File: config.mk
export PLATFORM = sky130hd
export DESIGN_NAME = regfile_wb_arbiter
export DESIGN_NICKNAME = d
export VERILOG_FILES = /design/src/rtl/regfile_wb_arbiter.sv
export SDC_FILE = /design/constraint.sdc
export NUM_CORES = 1
export LEC_CHECK = 0
export ABC_CLOCK_PERIOD_IN_PS = 5200
export BUFFER_PORTS_ARGS = -buffer_cell sky130_fd_sc_hd__buf_2
export CORE_MARGIN = 2
export CORE_UTILIZATION = 25
export CTS_CLUSTER_DIAMETER = 100
export CTS_CLUSTER_SIZE = 28
export DETAILED_ROUTE_END_ITERATION = 8
export PLACE_DENSITY_LB_ADDON = 0.05
export SLEW_MARGIN = 20
export SYNTH_ARGS = -nofsm -noshare
export SYNTH_HDL_FRONTEND = slang
export SYNTH_SLANG_ARGS = --single-unit
File: constraint.sdc
create_clock -name clk_i -period 5.2 [get_ports clk_i]
set_input_delay 0.78 -clock clk_i [delete_from_list [all_inputs] [get_ports clk_i]]
set_output_delay 0.78 -clock clk_i [all_outputs]
set_load 0.1 [all_outputs]
File: src/rtl/regfile_wb_arbiter.sv
// Round-robin writeback arbiter for a single regfile write port, with a lock that keeps multi-beat writebacks back-to-back.
// Optional grant/stall statistics counters are enabled by defining REGFILE_WB_ARB_STATS_EN.
module regfile_wb_arbiter #(
    parameter int width_p           = 32,
    parameter int els_p             = 32,
    parameter int num_req_p         = 4,
    parameter int x0_tied_to_zero_p = 1,
    localparam int addr_width_lp    = (els_p > 1) ? $clog2(els_p) : 1,
    localparam int ptr_width_lp     = (num_req_p > 1) ? $clog2(num_req_p) : 1
) (
    input  logic                                    clk_i,
    input  logic                                    reset_n_i,
    input  logic                                    stall_i,
    input  logic [num_req_p-1:0]                    req_v_i,
    input  logic [num_req_p-1:0]                    req_last_i,
    input  logic [num_req_p-1:0][addr_width_lp-1:0] req_addr_i,
    input  logic [num_req_p-1:0][width_p-1:0]       req_data_i,
    output logic [num_req_p-1:0]                    req_yumi_o,
    output logic                                    w_v_o,
    output logic [addr_width_lp-1:0]                w_addr_o,
    output logic [width_p-1:0]                      w_data_o,
`ifdef REGFILE_WB_ARB_STATS_EN
    output logic [num_req_p-1:0][31:0]              stat_grants_o,
    output logic [31:0]                             stat_stall_o,
`endif
    output logic                                    locked_o
);

    typedef enum logic {ARB, LOCK} state_e;

    state_e                   state_q, state_d;
    logic [ptr_width_lp-1:0]  ptr_q, ptr_d;
    logic [ptr_width_lp-1:0]  owner_q, owner_d;
    logic [ptr_width_lp-1:0]  grant_idx;
    logic [ptr_width_lp-1:0]  cand;
    int unsigned              scan_idx;
    logic                     grant_v;

    logic                     w_v_q, w_v_d;
    logic [addr_width_lp-1:0] w_addr_q, w_addr_d;
    logic [width_p-1:0]       w_data_q, w_data_d;
    logic [addr_width_lp-1:0] sel_addr;
    logic [width_p-1:0]       sel_data;
    logic                     drop_x0;

    function automatic logic [ptr_width_lp-1:0] incr_ptr(input logic [ptr_width_lp-1:0] p);
        return (32'(p) == 32'(num_req_p - 1)) ? '0 : p + 1'b1;
    endfunction

    // Scan from the farthest offset down so the nearest valid requester to ptr_q wins.
    always_comb begin
        state_d   = state_q;
        ptr_d     = ptr_q;
        owner_d   = owner_q;
        grant_v   = 1'b0;
        grant_idx = '0;
        cand      = '0;
        scan_idx  = 0;
        unique case (state_q)
            ARB: begin
                if (!stall_i) begin
                    for (int k = num_req_p - 1; k >= 0; k--) begin
                        scan_idx = 32'(ptr_q) + 32'(k);
                        if (scan_idx >= 32'(num_req_p)) begin
                            scan_idx = scan_idx - 32'(num_req_p);
                        end
                        cand = ptr_width_lp'(scan_idx);
                        if (req_v_i[cand]) begin
                            grant_v   = 1'b1;
                            grant_idx = cand;
                        end
                    end
                    if (grant_v) begin
                        if (req_last_i[grant_idx]) begin
                            ptr_d = incr_ptr(grant_idx);
                        end else begin
                            owner_d = grant_idx;
                            state_d = LOCK;
                        end
                    end
                end
            end
            LOCK: begin
                if (!stall_i && req_v_i[owner_q]) begin
                    grant_v   = 1'b1;
                    grant_idx = owner_q;
                    if (req_last_i[owner_q]) begin
                        ptr_d   = incr_ptr(owner_q);
                        state_d = ARB;
                    end
                end
            end
        endcase
    end

    always_comb begin
        req_yumi_o = '0;
        if (grant_v && reset_n_i) begin
            req_yumi_o[grant_idx] = 1'b1;
        end
    end

    assign sel_addr = req_addr_i[grant_idx];
    assign sel_data = req_data_i[grant_idx];
    assign drop_x0  = (x0_tied_to_zero_p != 0) && (sel_addr == '0);

    // x0 beats are still consumed; only the regfile write is suppressed.
    always_comb begin
        w_v_d    = grant_v && !drop_x0;
        w_addr_d = grant_v ? sel_addr : w_addr_q;
        w_data_d = grant_v ? sel_data : w_data_q;
    end

    always_ff @(posedge clk_i or negedge reset_n_i) begin
        if (!reset_n_i) begin
            state_q  <= ARB;
            ptr_q    <= '0;
            owner_q  <= '0;
            w_v_q    <= 1'b0;
            w_addr_q <= '0;
            w_data_q <= '0;
        end else begin
            state_q  <= state_d;
            ptr_q    <= ptr_d;
            owner_q  <= owner_d;
            w_v_q    <= w_v_d;
            w_addr_q <= w_addr_d;
            w_data_q <= w_data_d;
        end
    end

    assign w_v_o    = w_v_q;
    assign w_addr_o = w_addr_q;
    assign w_data_o = w_data_q;
    assign locked_o = (state_q == LOCK);

`ifdef REGFILE_WB_ARB_STATS_EN
    logic [num_req_p-1:0][31:0] grants_q;
    logic [31:0]                stall_cnt_q;

    // Saturating counters: they stick at all-ones rather than wrapping.
    always_ff @(posedge clk_i or negedge reset_n_i) begin
        if (!reset_n_i) begin
            grants_q    <= '0;
            stall_cnt_q <= '0;
        end else begin
            for (int i = 0; i < num_req_p; i++) begin
                if (req_yumi_o[i] && (grants_q[i] != '1)) begin
                    grants_q[i] <= grants_q[i] + 32'd1;
                end
            end
            if (stall_i && (|req_v_i) && (stall_cnt_q != '1)) begin
                stall_cnt_q <= stall_cnt_q + 32'd1;
            end
        end
    end

    assign stat_grants_o = grants_q;
    assign stat_stall_o  = stall_cnt_q;
`endif

endmodule
==> impl_metrics.yaml <==
global_routing:
  busiest_layer: "met2"
  met1_usage_pct: 19.6
  grt-ovfl-total: 0
  grt_antenna_before_repair: 0
  grt_pass1_wl_um: 17000
  met3_usage_pct: 4.58
  grt_pass1_vias: 3430
  grt_max_degree: 83
  grtUsageMet2_pct: 27.2
  gr-usage-all-layers_pct: 15.8
synthesis:
  netlist_instances: 389
  synth-async-reset-ratio_pct: 100
  synthFlopType: "dfrtp_1"
  syn_nets: 549
  syn_area_mm2: 0.00321
  ys_ff_latch: 43
  synth_cell_types: 51
  yosys-top-cells-area: "dfrtp_1, nand2_1, a311oi_1"
  synth_edf_count: 0
  yosysWarnings: 0
  ys_seq_area_share_pct: 33.6
  synth_top_area_share_pct: 33.6
  synth_area_per_cell_um2: 8.24
  synth_top_cell_by_area: "dfrtp_1"
critical_path:
  cp.required_ns: 4.42
  arrival_ns: 2.96
  path_max_fanout: 34
  worstSetupEndpointType: "output pin"
  critPathTopFamily: "simple AND/OR/NAND/NOR gates"
  startpoint: "req_v_i[0]"
  path_class: "primary input to output pin"
  critPathLaunchType: "primary input"
  crit_slowest_cell: "and2_2"
  cp_cell_sequence: "buf_2 -> nand2b_1 -> a21oi_1 -> o31ai_1 -> and2_2 -> inv_1 -> nor3_1 -> buf_2"
  cp_slowest_stage_delay_ns: 0.62
  r2r_start: "ptr_q[0]$_DFFE_PN0P_"
  path_common_cell: "buf_2"
  crit_buf_inv: 3
route:
  via_count: 3571
  via_per_inst: 4.82
  ant_nets: 0
  drt-initial-drc-count: 126
  wl_per_cell_um: 15.0
  route.detailed.drc: 0
  routed_wl_um: 11100
  first_pass_iters: 5
power_and_ir_drop:
  p_sw_share_pct: 62.5
  comb_power_share_pct: 70.5
  p_int_w: 0.00118
  p_leak_nw: 2.29
  clockPowerShare_pct: 9.8
  power_frac_seq_pct: 19.8
  net-switching-power_w: 0.00196
  p_per_area_mw_per_mm2: 704
  max-vdd-ir-drop_mv: 0.223
clocking:
  cts_resized: 0
  htreeDepth: 2
  cts_tree: "done"
  ctsRootBufferMaster: "clkbuf_16"
  numCtsBuffers: 5
  postCtsSetupRepairBufs: 0
  clock-sinks: 43
  clkTransAtPathRegs_ns: 0.06
  cts_buffer_depth: 2
  ctsHoldBuffers: 0
  insertion_delay_ns: 0.28
cells_and_area:
  areaGrowthSynthToFinish_pct: 39.2
  mostFrequentLayoutCells: "buf_2, nand2_1, dfrtp_1"
  mostFrequentLayoutCell: "buf_2"
  antenna_cells: 0
  final_cells: 741
  drive_above_1_share_pct: 39.9
  final_nets: 728
  final_util_pct: 35.5
sta:
  layout_min_cycle_time_ns: 3.74
  finalSetupTns_ns: 0
  max_slew.worst_pin.slew_ns: 0.870
  skew_ns: 0.00364
  rsz0062_at_grt: "false"
  fmax_mhz: 268
  hold_violations: 0
  setup_viol: 0
  timing.final.crit_share_pct: 71.8
  maxSlewHeadroom_pct: 42.0
  maxSlewViolCount: 0
floorplan:
  coreArea_mm2: 0.0126
  fp.dieArea_mm2: 0.0137
  initial_core_util_pct: 25.5
  die_h_um: 117
  rows: 41
  die_w_um: 117
  io_pins: 202
outcome:
  status: "finished clean"
hold_path:
  hp-start: "w_data_o[22]$_DFFE_PN0P_"
  hp-class: "flop to flop"
placement:
  dp_cells: 733
  port_buffers: 201
  routabilityCongestion: 0.774
  dp_hpwl_um: 8400
run:
  drv_cap: 0
==> per-layer routing <==
layer / routed length [um] / share of wire, % / vias up
met3: 877 / 7.9 / 7
met2: 5280 / 48 / 125
li1: - / - / 1784
met5: 0 / 0 / -
met4: 100 / 0.90 / 0
met1: 4830 / 44 / 1655
==> cell type report <==
cell class / instances / area [um^2]
timing repair buffer: 207 / 1050
inverter: 6 / 22.5
multi-input combinational: 305 / 1960
sequential: 43 / 1080
clock buffer: 7 / 133
clock inverter: 1 / 5.00
fill: 1369 / 8110
tap: 172 / 215
==> kinds of logic (layout without fill, tap and decap cells) <==
family | after synthesis | in the layout | synth area share [%]
simple gates | 162 | 162 | 24.4
fa+ha+maj | 1 | 1 | 0.390
buf+inv | 41 | 221 | 5.62
xor+xnor | 1 | 1 | 0.273
mux | 11 | 11 | 4.02
compound gates | 130 | 130 | 31.7
flops | 43 | 43 | 33.6
==> through the flow <==
step	setup slack, ns	cell area (um^2)	hold WS [ns]	power (W)
after floorplan	0.321	3210	0.484	0.00244
after global placement	1.54	4330	0.455	0.00286
after detailed placement	1.49	4330	0.460	0.00287
after CTS	1.48	4460	0.475	0.00319
after global routing	1.31	4460	0.486	0.00334
final	1.46	4460	0.469	0.00314
==> path summary, 6_finish.rpt <==
kind	cells past startpoint	to	slack, ns
max in group asynchronous	2	w_data_o[7]$_DFFE_PN0P_	4.17
hold reg to reg	1	w_data_o[22]$_DFFE_PN0P_	0.47
hold / removal	1	w_data_o[22]$_DFFE_PN0P_	0.47
setup / recovery	8	req_yumi_o[2]	1.46
setup reg to reg	8	w_v_o$_DFF_PN0_	2.25
min in group asynchronous	2	w_data_o[18]$_DFFE_PN0P_	0.59
==> Yosys cell counts, drive strengths merged (2+ instances only) <==
cell / number
or2: 2
nand2: 90
dfrtp: 43
a21o: 35
nor3: 2
or3: 2
a311oi: 35
buf: 19
or4: 2
nand4: 2
nor2b: 35
clkbuf: 16
inv: 6
a21oi: 5
mux2i: 5
a211oi: 36
o21ai: 8
a311o: 3
nor2: 9
nand2b: 3
nand3: 7
mux2: 5
==> sequential cells by signal, indices dropped and copies added, names as in the netlist <==
| register | count |
|---|---|
| locked_o | 1 |
| owner_q | 2 |
| ptr_q | 2 |
| w_addr_o | 5 |
| w_data_o | 32 |
| w_v_o | 1 |
==> power by group through the flow <==
stage          registers (W)  logic [W]  clock network (W)
2_1_floorplan        0.00167   0.000773                  0
3_3_place_gp        0.000624    0.00224                  0
3_5_place_dp        0.000629    0.00224                  0
4_1_cts             0.000625    0.00224           0.000322
5_1_grt             0.000649    0.00236           0.000336
6_report            0.000621    0.00221           0.000306
No activity file was read; power rests on OpenSTA's default activity.
